### src/rtl/tow_pkg.sv
// Shared types and constants for the tug-of-war match controller.
package tow_pkg;

    typedef enum logic [1:0] {
        SERVE = 2'd0,
        PLAY  = 2'd1,
        OVER  = 2'd2
    } tow_state_t;

    localparam int DEFAULT_MAX_SCORE    = 7;
    localparam int DEFAULT_SERVE_CYCLES = 4;
    localparam int DEFAULT_LFSR_W       = 10;
    localparam int DEFAULT_DIFF_W       = 9;

    // x^10 + x^7 + 1 taps on bits 9 and 6 of a shift-left register
    localparam logic [9:0] LFSR_TAPS_10 = 10'h240;

    // Maximal-length Fibonacci tap masks; unknown widths fall back to the 10-bit mask
    function automatic logic [31:0] lfsr_taps(input int width);
        logic [31:0] taps;
        case (width)
            4:       taps = 32'h0000_000C;
            5:       taps = 32'h0000_0014;
            7:       taps = 32'h0000_0060;
            9:       taps = 32'h0000_0110;
            11:      taps = 32'h0000_0500;
            15:      taps = 32'h0000_6000;
            16:      taps = 32'h0000_D008;
            default: taps = {22'd0, LFSR_TAPS_10};
        endcase
        return taps;
    endfunction

endpackage

### src/rtl/tow_lfsr.sv
// Free-running Fibonacci LFSR used as the computer player's random source.
module tow_lfsr
    import tow_pkg::*;
#(
    parameter int               WIDTH = DEFAULT_LFSR_W,
    parameter logic [WIDTH-1:0] TAPS  = LFSR_TAPS_10,
    parameter logic [WIDTH-1:0] SEED  = 1
) (
    input  logic             clk,
    input  logic             reset_n,
    input  logic             enable,
    output logic [WIDTH-1:0] value
);

    always_ff @(posedge clk) begin
        if (!reset_n) begin
            value <= SEED;
        end else if (enable) begin
            value <= {value[WIDTH-2:0], ^(value & TAPS)};
        end
    end

endmodule

### src/rtl/tow_match_ctrl.sv
// Match sequencer: serves the playfield, forwards presses, keeps score, ends the match.
module tow_match_ctrl
    import tow_pkg::*;
#(
    parameter int MAX_SCORE    = DEFAULT_MAX_SCORE,
    parameter int SERVE_CYCLES = DEFAULT_SERVE_CYCLES,
    parameter int LFSR_W       = DEFAULT_LFSR_W,
    parameter int DIFF_W       = DEFAULT_DIFF_W
) (
    input  logic                             clk,
    input  logic                             reset_n,
    input  logic                             human_press,
    input  logic [DIFF_W-1:0]                difficulty,
    input  logic                             wL,
    input  logic                             wR,
    output logic                             field_reset,
    output logic                             pL,
    output logic                             pR,
    output logic [$clog2(MAX_SCORE+1)-1:0]   score_l,
    output logic [$clog2(MAX_SCORE+1)-1:0]   score_r,
    output logic                             match_over,
    output logic                             winner
);

    localparam int SCORE_W = $clog2(MAX_SCORE + 1);
    localparam int CNT_W   = $clog2(SERVE_CYCLES + 1);

    localparam logic [SCORE_W-1:0] SCORE_MAX  = SCORE_W'(MAX_SCORE);
    localparam logic [SCORE_W-1:0] SCORE_LAST = SCORE_W'(MAX_SCORE - 1);
    localparam logic [CNT_W-1:0]   SERVE_MAX  = CNT_W'(SERVE_CYCLES);
    localparam logic [CNT_W-1:0]   SERVE_LAST = CNT_W'(SERVE_CYCLES - 1);
    localparam logic [31:0]        TAPS_ALL   = lfsr_taps(LFSR_W);

    tow_state_t        state;
    logic [CNT_W-1:0]  serve_cnt;
    logic [LFSR_W-1:0] lfsr;
    logic              cpu_hit;

    tow_lfsr #(
        .WIDTH (LFSR_W),
        .TAPS  (TAPS_ALL[LFSR_W-1:0]),
        .SEED  (LFSR_W'(1))
    ) u_lfsr (
        .clk     (clk),
        .reset_n (reset_n),
        .enable  (1'b1),
        .value   (lfsr)
    );

    // Comparing the shifted full state equals comparing its top DIFF_W bits
    assign cpu_hit = (lfsr >> (LFSR_W - DIFF_W)) < LFSR_W'(difficulty);

    always_ff @(posedge clk) begin
        if (!reset_n) begin
            state       <= SERVE;
            serve_cnt   <= '0;
            field_reset <= 1'b1;
            pL          <= 1'b0;
            pR          <= 1'b0;
            score_l     <= '0;
            score_r     <= '0;
            match_over  <= 1'b0;
            winner      <= 1'b0;
        end else begin
            case (state)
                SERVE: begin
                    field_reset <= 1'b1;
                    pL          <= 1'b0;
                    pR          <= 1'b0;
                    if (serve_cnt != SERVE_MAX) begin
                        serve_cnt <= serve_cnt + 1'b1;
                    end
                    if (serve_cnt >= SERVE_LAST) begin
                        state       <= PLAY;
                        field_reset <= 1'b0;
                    end
                end

                PLAY: begin
                    if (wL || wR) begin
                        field_reset <= 1'b1;
                        pL          <= 1'b0;
                        pR          <= 1'b0;
                        serve_cnt   <= '0;
                        state       <= SERVE;
                        // A tied rally falls through both branches and simply re-serves
                        if (wL && !wR) begin
                            if (score_l != SCORE_MAX) begin
                                score_l <= score_l + 1'b1;
                            end
                            if (score_l == SCORE_LAST) begin
                                state      <= OVER;
                                match_over <= 1'b1;
                                winner     <= 1'b1;
                            end
                        end else if (wR && !wL) begin
                            if (score_r != SCORE_MAX) begin
                                score_r <= score_r + 1'b1;
                            end
                            if (score_r == SCORE_LAST) begin
                                state      <= OVER;
                                match_over <= 1'b1;
                                winner     <= 1'b0;
                            end
                        end
                    end else begin
                        field_reset <= 1'b0;
                        pL          <= human_press;
                        pR          <= cpu_hit;
                    end
                end

                OVER: begin
                    field_reset <= 1'b1;
                    pL          <= 1'b0;
                    pR          <= 1'b0;
                    match_over  <= 1'b1;
                end

                default: begin
                    state       <= SERVE;
                    serve_cnt   <= '0;
                    field_reset <= 1'b1;
                    pL          <= 1'b0;
                    pR          <= 1'b0;
                end
            endcase
        end
    end

endmodule
### config.mk
export PLATFORM = sky130hd
export DESIGN_NAME = tow_match_ctrl
export DESIGN_NICKNAME = d
export VERILOG_FILES = /design/src/rtl/tow_pkg.sv /design/src/rtl/tow_lfsr.sv /design/src/rtl/tow_match_ctrl.sv
export SDC_FILE = /design/constraint.sdc
export NUM_CORES = 1
export LEC_CHECK = 0
export CAP_MARGIN = 40
export CELL_PAD_IN_SITES_DETAIL_PLACEMENT = 1
export CELL_PAD_IN_SITES_GLOBAL_PLACEMENT = 2
export CORE_UTILIZATION = 34
export DETAILED_ROUTE_END_ITERATION = 16
export GPL_ROUTABILITY_DRIVEN = 1
export PLACE_DENSITY = 0.85
export SYNTH_ARGS = -nofsm -noshare
export SYNTH_HDL_FRONTEND = slang
export SYNTH_SLANG_ARGS = --single-unit
### constraint.sdc
create_clock -name clk -period 3.2 [get_ports clk]
set_input_delay 0.64 -clock clk [delete_from_list [all_inputs] [get_ports clk]]
set_output_delay 0.64 -clock clk [all_outputs]
set_load 0.02 [all_outputs]
# Word-level counts from Yosys, hierarchy flattened
# Index checks and enable logic that the tools add are counted.
word_totals:
  register_bits: 26
  in_bits: 14
  out_inout_bits: 11
  elab_cells: 72
op_classes:
  addsub: 3
  order_cmp: 2
  eq_ne: 14
  muxes: 22
  bitwise_logic: 4
  reduce_logical: 17
op_table:
  columns: ["operator", "count"]
  rows:
  - ["inequality test 3 bit (second input constant)", 6]
  - ["AND reduction 5 bit", 3]
  - ["two-way mux 2 bit", 6]
  - ["two-way mux 1 bit", 10]
  - ["parity 10 bit", 1]
  - ["adder 3 x 1 -> 3 bit (second input constant)", 3]
  - ["< comparator 9 bit", 1]
  - ["one-hot mux 3 bit (3 select lines)", 1]
  - ["equality test 3 bit (second input constant)", 2]
  - ["two-way mux 3 bit", 2]
  - ["inequality test 2 bit (second input constant)", 3]
  - ["one-hot mux 2 bit (3 select lines)", 1]
  - ["AND reduction 3 bit", 2]
  - ["nonzero test 2 bit", 3]
  - ["NOT 1 bit", 4]
  - ["one-hot mux 1 bit (2 select lines)", 2]
  - ["AND reduction 4 bit", 1]
  - ["greater-or-equal comparator 3 x 2 -> 1 bit (second input constant)", 1]
  - ["OR reduction 3 bit", 1]
  - ["equality test 2 x 1 -> 1 bit (second input constant)", 1]
  - ["equality test 2 bit (second input constant)", 1]
  - ["logical AND 1 bit", 2]
  - ["logical NOT 1 bit", 2]
  - ["logical NOT 2 bit", 1]
  - ["2 further kinds", 2]

# Logic depth before layout (Yosys ltp)
# Gate-level depths: netlist (run 1).
logic_depth:
  ltp_word: 6
  ltp_mapped: 6
  depth_no_buf: 6

# Cells and area by module
# Synthesis (run 1) repeated with hierarchy kept, for this count alone.
hier_totals:
  cells_unflattened: 151
  hier_area_um2: 1467.7
modules_own_cells:
  columns: ["mod", "n_inst", "cells_per_inst", "area_per_inst_um2", "seq_area_each_um2"]
  rows:
  - ["tow_match_ctrl", 1, 118, 1083.5, 320.3]
  - ["tow_lfsr", 1, 33, 384.1, 200.2]

# Least setup slack after synthesis (run 1)
# Ideal clock, no wire load.
synth_path:
  kind: "input-to-reg"
  from: "in wL"
  to: "reg score_r[0]"
  setup_time_ns: 0.115
  arrival_time_ns: 1.605
  t_required_ns: 3.085
  slack_ns: 1.480
  cell_stages: 6
  n_path_buf: 0
  cell_sequence: "inv_1 > ha_1 > nor4b_2 > nand2_2 > xnor2_1 > and2_1"
synth_via:
  elab_chain_len: 3
  elab_cells_between_ends: 6
  cone_classes: "bitwise: 1; reduce/logical: 5"
synth_rtl:
  columns: ["item", "line_no", "source"]
  rows:
  - ["from (decl)", "tow_match_ctrl.sv:14", "input logic wL,"]
  - ["logical NOT 1 bit / logical AND 1 bit (equally long branches)", "tow_match_ctrl.sv:96, tow_match_ctrl.sv:87", null]
  - ["logical AND 1 bit / NOT 1 bit (equally long branches)", null, null]
  - ["AND reduction 5 bit (no line) (*)", null, null]
  - ["to (signal assigned)", "tow_match_ctrl.sv:98", "score_r <= score_r + 1'b1;"]
  - ["to (decl)", "tow_match_ctrl.sv:20", "output logic [$clog2(MAX_SCORE+1)-1:0] score_r,"]
# Every way passes the cells marked *; elsewhere a longest branch is shown, timed or not.
# A chain may end at the register's enable or synchronous reset.

# Worst setup path after layout (run 1)
layout_path:
  from: "in wL"
  to: "reg score_r[1]"
# Same word-level chain as after synthesis.

==> results of run 1 <==
==> power by group <==
part           internal (W)  leakage [nW]  total, W  switching (W)
combinational     0.0000992         0.506  0.000184      0.0000853
sequential         0.000355         0.211  0.000386      0.0000314
clock             0.0000843        0.0216  0.000179      0.0000947
==> final timing paths <==
check / cells past startpoint / end
hold reg to reg: 1 / u_lfsr.value[1]
hold / removal: 1 / u_lfsr.value[1]
setup reg to reg: 6 / score_r[1]
setup / recovery: 7 / score_r[1]
==> metrics by stage <==
stage                     cell area (um2)  total power, W  utilization  hold WS, ps
after detailed placement             1633       0.0005825       0.4394        421.4
after global routing                 1674       0.0008051       0.4505        463.7
after global placement               1633       0.0005729       0.4394        423.6
after floorplan                      1333       0.0005149            -        411.9
after CTS                            1674       0.0007643       0.4505        448.8
final                                1674       0.0007497       0.4505        446.4
==> registers in the layout, summed over array words and instances, names as in the netlist, 2 cells and up <==
register,cells
score_l,3
score_r,3
state,2
u_lfsr.value,10
serve_cnt,3
==> critical path: cells and delay by family <==
kind,cells,cell delay [ps]
AO/OA/AOI/OAI,1,130
AND/OR/NAND/NOR,3,640
adder cells (fa/ha/maj),1,300
buffers and inverters,2,540
==> final cells by class <==
cell class,instances,area share
Tap cell,48,0.03587
Multi-Input combinational cell,89,0.4425
Inverter,17,0.03812
Clock buffer,3,0.02466
Timing Repair Buffer,25,0.1480
Sequential cell,26,0.3109
==> cell families (layout without fill, tap and decap cells) <==
logic type / Yosys count / in the layout / share of synthesized area
AO/OA/AOI/OAI: 22 / 22 / 0.1277
AND/OR/NAND/NOR: 42 / 42 / 0.2056
adder cells (fa/ha/maj): 20 / 20 / 0.1878
buffers and inverters: 19 / 45 / 0.05352
XOR/XNOR: 3 / 3 / 0.01972
flip-flops: 26 / 26 / 0.3906
multiplexers: 2 / 2 / 0.01502
==> metal layers <==
metal	part of all wire	GRT usage
met5	0	0
met4	0.015	0.05833
met3	0.026	0.04225
met2	0.49	0.2539
met1	0.47	0.1812
==> Yosys cell counts, drive strengths merged (3+ instances only) <==
master  instances  area [um2]
nor2b           5       33.78
ha             20       250.2
xnor2           3       26.28
nand2           7       28.78
inv            17       63.81
nor2            3       11.26
dfxtp          26       520.5
a21oi           4       20.02
a211oi          3       22.52
nand3           4       20.02
and2           11       68.82
==> metrics list, run 1 <==
- Setup repair after global routing left no endpoint under its margin.
- After floorplanning, the core was divided into 22 placement rows.
- For the final database, setup skew stands at 3.809 ps.
- The wire-length estimate of the detail-placed layout is 2078 um.
- Max FO, Critical Path: 7
* Count of unresolved DRC violations after routing: 0
- Most common cell after layout, fill and taps aside: sky130_fd_sc_hd__dfxtp_1
- In the synthesized netlist the async set-or-reset flop fraction comes to 0.
- After routing, the total negative slack on setup checks comes to 0 ps.
* Number of setup violations in the final report: 0
- In the final design database the tool counted 196 nets.
- The final hold violation count was 0.
- The die is 64.61 um wide.
- Summing all multi-input logic gate instances after layout gives 740.7 um2.
- The congestion estimate from routability-driven global placement came to 0.7522.
* Area Growth Syn to Fin: 25.63%
* Crit path kind: in2reg
- At the pin with the least slew margin, the transition time is 368.0 ps.
* Maximum capacitance violations: 0
- First-pass GRT wire length: 4816 um
- Worst setup path startpoint: wL
* Critical Path End Type: flip-flop
* Status: complete, no violations
- The startpoint identified for the worst register-to-register timing path is score_r[0].
* Effective utilization at floorplan: 0.3586
* Clock root buffer master: sky130_fd_sc_hd__clkbuf_8
- The number of nets in the synthesized netlist is 168.
- After technology mapping, the gate count stands at 134.
- Number of iterations in the first detailed-routing pass: 2
- Excluding fillers, the count of instances in the completed layout stands at 208.
- Placed cell count: 205
- Based on the critical path, the design can be clocked at up to 485.0 MHz.
- During synthesis, Yosys emitted a total of 0 warnings.
- Buffer levels on the longest clock path: 2
* PostCTS Resize Cnt: 0
* Cell with the largest stage delay on the worst path: sky130_fd_sc_hd__clkdlybuf4s50_1
* Filler instances: 431
- The detail route stage leaves a number of antenna-violating nets equal to 0.
* Number of clock buffers inserted by TritonCTS: 3
- The synthesized design contains 0 enable-type register cells.
* Largest incremental delay on the critical path: 480 ps
- In this run, synthesis produced a sequential element count of 26.
* Post-Syn Area per Cell: 9.944 um2
* Crit-path cells: clkdlybuf4s50_1, inv_1, ha_1, nor4b_2, nand2_2, or2_0, a21boi_1
- Total clock sinks: 26
- Leakage power figure: 0.7394 nW
- 25 I/O pins were placed.
* Post-Place Worst Slack: 839.6 ps
- The number of global-route vias before repair is 1078.
- Buffers placed on the I/O ports in this run total 24.
- Power spread over the standard cell area amounts to 447.8 nW/um2.
* Placeable Area: 3716 um2
- For this run, the total global-route usage over all layers was measured as 0.1511.
- Dividing the final minimum period by the clock period gives 0.6444.
- In this run the vertical extent of the chip is 64.61 um.
- Depth of the CTS H-tree: 1
- The worst hold path belongs to the class reg2reg.
- The library cells used most frequently in the layout, excluding fill and tap cells, are 26 x sky130_fd_sc_hd__dfxtp_1, 24 x sky130_fd_sc_hd__clkdlybuf4s50_1, 20 x sky130_fd_sc_hd__ha_1.
- Full die area: 4174 um2
- Pin count of the biggest net entering global routing: 17
* Register-to-register setup slack: 1670 ps
- Post-synthesis cell area: 1333 um2
- Clock transition at the registers of the reported paths: 80 ps
- Across all layers, the routed design uses 996 vias.
- Maximum vdd drop: 212.5 uV
- In this run the most critical hold path is launched from u_lfsr.value[0].
* Number of setup buffers added after CTS: 0
- The max-slew violation count is 0.
- FF/Latch Area: 520.5 um2
- Number of vias per cell: 4.788
- Critical Path Source Type: input pin
* First-iteration detailed-routing DRC count: 20
* Average routed wire per standard cell: 12.35 um
- Among all flip-flop cells after synthesis, the most frequent one is sky130_fd_sc_hd__dfxtp_1.
- N_diodes: 0
- TritonCTS built the clock tree.
- Hold repair after CTS inserted 0 buffers.
- Initial antenna violation count: 0
* Insertion delay to the later sink of the worst-skew pair: 270 ps
* Relative slew slack: 0.7539
- Sequential element share of the synthesized area: 0.3906
- Number of library cell types mapped by synthesis: 40
- In the final layout, the share of cells above drive strength 1 is 0.08125.
- For the worst setup path, the data required time is 3400 ps.
- Post-layout min period: 2062 ps
- STA puts the critical path data arrival time at 2260 ps.
- Once routing completed, OpenROAD measured the worst setup slack at 1138 ps.
- The final layout contains routed wiring with a total length of 2568 um.
* Grt ovf: 0
(Power assumes the default switching activity.)
==> run 2, diff against run 1 <==
--- a/config.mk
+++ b/config.mk
@@ -8,10 +8,10 @@
 export CAP_MARGIN = 40
 export CELL_PAD_IN_SITES_DETAIL_PLACEMENT = 1
 export CELL_PAD_IN_SITES_GLOBAL_PLACEMENT = 2
-export CORE_UTILIZATION = 34
+export CORE_UTILIZATION = 32
 export DETAILED_ROUTE_END_ITERATION = 16
 export GPL_ROUTABILITY_DRIVEN = 1
-export PLACE_DENSITY = 0.85
+export PLACE_DENSITY = 0.8
 export SYNTH_ARGS = -nofsm -noshare
 export SYNTH_HDL_FRONTEND = slang
 export SYNTH_SLANG_ARGS = --single-unit
==> constraint.sdc (replaced) <==
create_clock -name clk -period 2 [get_ports clk]
set_input_delay 0.4 -clock clk [delete_from_list [all_inputs] [get_ports clk]]
set_output_delay 0.4 -clock clk [all_outputs]
set_load 0.02 [all_outputs]
==> run 2 against run 1 <==
  * Die area up 6.0%
  * Highest routed layer unchanged
  * Register-to-register slack worse by 1200 ps
  * Total power up 69%
==> metrics list, run 2 (synthesized netlist as in run 1, its figures left out) <==
- Status: complete, no violations
* First-iteration detailed-routing DRC count: 16 (-20%)
* Leakage power figure: 0.7619 nW (+3.1%)
- Insertion delay to the later sink of the worst-skew pair: 270 ps (about the same)
- Critical Path Source Type: flip-flop
- PnR Total Power: 0.001264 W (+69%)
- Crit-path cells: clkdlybuf4s50_1
- The peak ir drop on the vdd network is 246.3 uV (+16%).
- The part of the total power dissipated in the clock network was 0.266 (+0.027).
- Post-layout min period: 1744 ps
- Critical path depth in cells: 1 (-6)
- In this run the most critical hold path is launched from u_lfsr.value[0].
* Total Wirelength: 2646 um (+3.0%)
- The worst reg-to-reg setup slack came to 440 ps (-1230 ps).
- The maximum number of pins on one net before global-route repair was 26 (+9).
* Number of iterations in the first detailed-routing pass: 4 (+2)
* Utilization after layout: 0.4282 (-0.02229)
* Number of hold-slack violations in the final timing report: 0 (unchanged)
- The number of sinks driven by the clock tree came to 26 (unchanged).
* Switching part of the total power: 0.2830 (+0.0009399)
- Placeable Area: 4000 um2 (+7.6%)
- Capture instance of the worst register-to-register path: score_r[1]
* N_diodes: 0 (unchanged)
- Number of setup violations in the final report: 0 (unchanged)
* Share of the clock period used by the worst path: 0.8718
* Number of stages on the worst hold path: 1 (unchanged)
- The maximum fanout along the worst path is 6 (-1).
* Clock transition at the registers of the reported paths: 90 ps (about the same)
* Total power per unit cell area: 738.0 nW/um2 (+65%)
- Largest register FFs: 10 (unchanged)
- The kind of cell with the highest combined delay along the critical path is buffers and inverters.
- # nets final: 199 (+1.5%)
- Layout cell share with drive strength beyond 1: 0.1037 (+0.02241)
* GRT Util Overall: 0.1361 (-0.01505)
- PostCTS Resize Cnt: 0 (unchanged)
* Number of placement rows: 23 (+4.5%)
- Timing would allow up to 573.5 MHz.
* Final clock skew: 4.633 ps (+0.8240 ps)
* Hold-fix buffers at CTS: 0 (unchanged)
- The switching power total was 0.0003577 W (+69%).
- In this run the clock root is driven by a sky130_fd_sc_hd__clkbuf_8.
* Largest incremental delay on the critical path: 640 ps (+160 ps)
- Most common cell after layout, fill and taps aside: sky130_fd_sc_hd__dfxtp_1
* Startpoint of the worst-slack reg-to-reg timing path: score_r[0]
- Final Max Tran Viols: 0 (unchanged)
- Measured slew at the worst slew-check pin: 354.6 ps (-13.40 ps)
- Number of vias per cell: 4.664 (-2.6%)
* Worst hold slack across all endpoints: 471.8 ps (+25.42 ps)
* Worst EP arrival: 1340 ps (-920 ps)
- More flip-flops sit in one register than any other, and that register is u_lfsr.value.
- Clock tree from TritonCTS: built
- Total via count in the routed design: 998 (+0.20%)
* Number of setup buffers added after CTS: 0 (unchanged)
* Critical Path End Type: output pin
* Full die area: 4426 um2 (+6.0%)
* Depth of the CTS H-tree: 1 (unchanged)
- The path with the worst hold slack has its endpoint at u_lfsr.value[1].
* Crit path kind: reg2out
* WP buf/inv: 1 (-1)
* Vias in the first global route: 1041 (-3.4%)
- Crit path setup slack, layout: 256.3 ps (-881.8 ps)
* Logic gate share of total power: 0.243 (-0.003)
* Relative slew slack: 0.7630 (+0.009107)
- The cell count of the worst reg-to-reg path was 6 (unchanged).
* Worst min path class: reg2reg
* Count of antenna-violating nets left after detailed routing: 0 (unchanged)
- The required arrival time at the worst endpoint is 1600 ps (-1800 ps).
- The die outline height came to 66.53 um (+3.0%).
- The maximum count of clock buffers along a single path was 2 (unchanged).
- Internal power consumption: 0.0009064 W (+68%)
- Horiz. Die Dim: 66.53 um (+3.0%)
- Boundary pin count: 25 (unchanged)
- Initial antenna violation count: 0 (unchanged)
* Cell with the largest stage delay on the worst path: sky130_fd_sc_hd__clkdlybuf4s50_1
- Average routed wire per standard cell: 12.36 um (+0.15%)
- The wire length of the first global-routing pass is 4560 um (-5.3%).
* Effective utilization at floorplan: 0.3331 (-0.02546)
* Number of clock buffers inserted by TritonCTS: 3 (unchanged)
* Most used cells in the layout excluding fill and tap cells: 26 x sky130_fd_sc_hd__dfxtp_1, 24 x sky130_fd_sc_hd__clkdlybuf4s50_1, 20 x sky130_fd_sc_hd__ha_1
* Part of the power in registers: 0.491 (-0.024)
- Final HPWL DP: 2071 um (-0.35%)
* Post-Place Worst Slack: -27.93 ps (-867.6 ps)
- The max-capacitance violation count was 0 (unchanged).
- Area Growth Syn to Fin: 28.54%
* Final RePlAce weighted congestion: 0.7513 (-0.12%)
- The number of buffers inserted by port buffering came to 24 (unchanged).
- Setup repair after global routing left no endpoint under its margin.
- The post-detailed-route DRC marker count was 0 (unchanged).
* Grt ovf: 0 (unchanged)
run 2: cell count changes in the layout (fill, tap and decap cells not counted):
| cell | delta |
|---|---|
| sky130_fd_sc_hd__buf_4 | +3 |
| sky130_fd_sc_hd__clkbuf_8 | +1 |
run 2: layout make-up:
cell class / instances / area (um2)
fill: 459 / 2287
timing repair buffer: 28 / 270.3
inverter: 17 / 63.81
sequential: 26 / 520.5
tap: 50 / 62.56
clock buffer: 4 / 55.05
multi-input combinational: 89 / 740.7
run 2: per-layer routing:
layer  up-vias  track usage  wire [um]
li1        520            -          -
met1       462       0.1738       1296
met2        14       0.2309       1251
met3         2      0.02055         76
met4         0      0.04787         21
met5         -            0          0
run 2: how the worst max path moves through the flow:
stage / startpoint / to / slack [ps]
CTS: score_r[2] / score_r[2] / 230
detailed placement: difficulty[4] / pR / -30
global placement: difficulty[4] / pR / 20
finish: score_r[2] / score_r[2] / 260
global route: wR / score_r[1] / 130
floorplan: score_r[0] / score_r[0] / 490
run 2: metrics by stage:
stage | cells | instance area [um2] | TNS (ps)
floorplan | 134 | 1333 | 0
global placement | 210 | 1658 | 0
detailed placement | 210 | 1658 | -75.34
CTS | 214 | 1713 | 0
global route | 214 | 1713 | 0
finish | 214 | 1713 | 0
run 2: power groups by stage:
| stage | registers, W | clock network (W) | logic (W) |
|---|---|---|---|
| final | 0.000620 | 0.000336 | 0.000308 |
| after global routing | 0.000631 | 0.000373 | 0.000346 |
| after CTS | 0.000622 | 0.000355 | 0.000314 |
| after detailed placement | 0.000634 | 0 | 0.000311 |
| after global placement | 0.000629 | 0 | 0.000296 |
| after floorplan | 0.000637 | 0 | 0.000186 |
==> patch 1: new RTL, flow settings as in run 2 <==
Set the package constant `DEFAULT_SERVE_CYCLES` to 8 (it was 4).
--- a/src/rtl/tow_pkg.sv
+++ b/src/rtl/tow_pkg.sv
@@ -8,7 +8,7 @@
     } tow_state_t;
 
     localparam int DEFAULT_MAX_SCORE    = 7;
-    localparam int DEFAULT_SERVE_CYCLES = 4;
+    localparam int DEFAULT_SERVE_CYCLES = 8;
     localparam int DEFAULT_LFSR_W       = 10;
     localparam int DEFAULT_DIFF_W       = 9;
 
Formal check against the unedited RTL: not equivalent (Yosys sat finds a counterexample within 10 cycles, from zero or initial values and one cycle with reset_n low).
==> patch 1 against run 2 <==
- count of clock-buffer cells in the layout down 1
- sequential cell count up 1
- routed wire length up 19%
- synthesized area up 5.3%
- setup slack worse by 59 ps
- hold slack better by 3.0 ps
- final area up 4.9%
- clock skew about the same
Power is not compared: it rests on default switching activity, and its combinational part moved more than twofold at a synthesized area within 25%.
==> patch 1: results <==
{
  "met3_usage_pct": 2.50,
  "ys_types": 38,
  "rr_worst_depth": 5,
  "route.met3.wl_um": 126,
  "grt_use_met2_pct": 28.2,
  "post_dp_cell_area_sq_um": 1750,
  "m1WireLength_um": 1430,
  "status": "complete, no violations",
  "syn-num-nets": 183,
  "synthTopCellsByArea": "dfxtp_1 (39%), ha_1 (17%), inv_1 (5.4%)",
  "synth-compound-area-share_pct": 14.2,
  "synth_xor_area_share_pct": 1.25,
  "dr_wl_met2_um": 1570,
  "max_stage_delay_ps": 480,
  "drive_gt1_share_pct": 8.79,
  "cp_max_fo": 4,
  "p_total_uw": 1010,
  "tightestPinTransition_ps": 450,
  "use_met1_pct": 18.5,
  "viasPerCell": 4.92,
  "wire_per_inst_um": 13.6,
  "regToRegEndpoint": "score_r[2]",
  "skew_ps": 4.73,
  "muxShareOfSynthArea_pct": 2.14,
  "fin_ws_ps": 197,
  "crit_start": "wR",
  "drt_wl_total_um": 3150
}
patch 1: changes by cell type in the layout (fill, tap and decap cells not counted), sizes merged, moves of 2 or more:
cell     before  now
a21oi         4   10
o211ai        2    0
o2111ai       0    2
nor3b         2    0
nand3         4    8
and3          0    2
nor2          3    6
nor2b         5    0
buf           4    9
inv          17   20
patch 1: area by class of cell:
class                   instances  area share, %
clock buffers                   3           2.30
clock inverters                 1          0.279
inverters                      20           4.18
multi-input cells              98           42.5
flip-flops and latches         27           30.1
well taps                      50           3.48
repair buffers                 33           17.1
patch 1: how the worst min path moves through the flow:
stage	start	to	slack, ps	depth (start not counted)
2_1_floorplan	u_lfsr.value[0]	u_lfsr.value[1]	410	1
3_3_place_gp	u_lfsr.value[0]	u_lfsr.value[1]	420	1
3_5_place_dp	u_lfsr.value[0]	u_lfsr.value[1]	450	1
4_1_cts	u_lfsr.value[0]	u_lfsr.value[1]	480	1
5_1_grt	winner	winner	500	2
6_report	u_lfsr.value[3]	u_lfsr.value[4]	470	1
==> patch 2: new RTL, flow settings as in run 2 <==
Without the edit above. The 3 states of `tow_state_t` get a one-hot encoding in 3 bits.
--- a/src/rtl/tow_pkg.sv
+++ b/src/rtl/tow_pkg.sv
@@ -1,10 +1,10 @@
 // Shared types and constants for the tug-of-war match controller.
 package tow_pkg;
 
-    typedef enum logic [1:0] {
-        SERVE = 2'd0,
-        PLAY  = 2'd1,
-        OVER  = 2'd2
+    typedef enum logic [2:0] {
+        SERVE = 3'b001,
+        PLAY  = 3'b010,
+        OVER  = 3'b100
     } tow_state_t;
 
     localparam int DEFAULT_MAX_SCORE    = 7;
Check against the original RTL: same outputs for any inputs over 10 cycles, from zero or initial values and one cycle with reset_n low; not proved beyond that.
==> patch 2 against run 2 <==
- setup slack lost 44 ps
- final area rose by 3.8%
- routed wire length rose by 16%
- total power up 9.3%
- clock power fell by 8.3%
- register-to-register slack about the same
- sequential cell count rose by 1
- synthesized area grew 4.6%
- count of clock-buffer cells in the layout is the same
- critical path type is now in2reg
==> patch 2: results <==
{
  "n_fill_cell": 464,
  "vias": 1128,
  "drive_gt1_share_pct": 9.09,
  "skew_ps": 1.74,
  "firstDrtPassIters": 2,
  "grt_pass1_vias": 1204,
  "place_inst": 222,
  "tightestPinTransition_ps": 416,
  "grt_pass1_wl_um": 5220,
  "gp_congestion": 0.765,
  "cp_max_fo": 4,
  "switching_share_pct": 32.7,
  "synthTopCellsByArea": "dfxtp_1 (39%), ha_1 (18%), inv_1 (4.3%)",
  "post_dp_cell_area_sq_um": 1730,
  "seq_area_frac_synth_pct": 38.8,
  "first_iter_violations": 21,
  "synth_cells": 144,
  "max_stage_delay_ps": 420,
  "grt_max_degree": 15,
  "status": "complete, no violations",
  "p_leak_uw": 0.000757,
  "ff_latch_area_sq_um": 541,
  "viasPerCell": 4.99,
  "dp_slack_ps": -83.4,
  "drt_wl_total_um": 3070,
  "peakVddDrop_mv": 0.323,
  "synthTopCellsByCount": "dfxtp_1 (27), ha_1 (20), inv_1 (16)",
  "syn-num-nets": 178,
  "final_nets": 211
}
## patch 2: worst paths after layout
| check | start | endpoint | slack, ps | cells after the start |
|---|---|---|---|---|
| worst max-delay path | wR | score_l[2] | 210 | 7 |
| worst min-delay path | u_lfsr.value[0] | u_lfsr.value[1] | 450 | 1 |
| worst max register to register | score_r[1] | score_r[2] | 440 | 6 |
| worst min register to register | u_lfsr.value[0] | u_lfsr.value[1] | 450 | 1 |
## patch 2: worst max-delay path, delay by kind of cell
family / cells / cell delay [ps]
AND/OR/NAND/NOR: 2 / 450
multiplexers: 1 / 250
buffers and inverters: 3 / 630
adder cells (fa/ha/maj): 1 / 220
## patch 2: final cells by class
cell class	count	area share [%]
multi-input combinational	97	43.5
tap	50	3.52
timing repair buffer	31	16.5
inverter	17	3.59
clock buffer	4	2.53
sequential	27	30.4
## patch 2: kinds of logic (layout without fill, tap and decap cells)
logic type,Yosys count,count (layout),synth area share [%]
compound gates,27,27,13.6
xor+xnor,3,3,1.89
simple gates,45,45,20.6
buf+inv,20,52,5.74
mux,2,2,1.44
flops,27,27,38.8
fa+ha+maj,20,20,18.0
## patch 2: routing by layer
| layer | vias to the layer above | track usage, % | wire length (um) |
|---|---|---|---|
| li1 | 567 | - | - |
| met1 | 530 | 16.4 | 1320 |
| met2 | 23 | 28.6 | 1550 |
| met3 | 8 | 3.17 | 150 |
| met4 | 0 | 4.43 | 49 |
| met5 | - | 0 | 0 |
## patch 2: power groups by stage
stage	clock network [uW]	registers (uW)	logic [uW]
2_1_floorplan	0	661	303
5_1_grt	352	685	459
3_5_place_dp	0	689	401
4_1_cts	325	676	405
6_report	308	675	398
3_3_place_gp	0	683	383
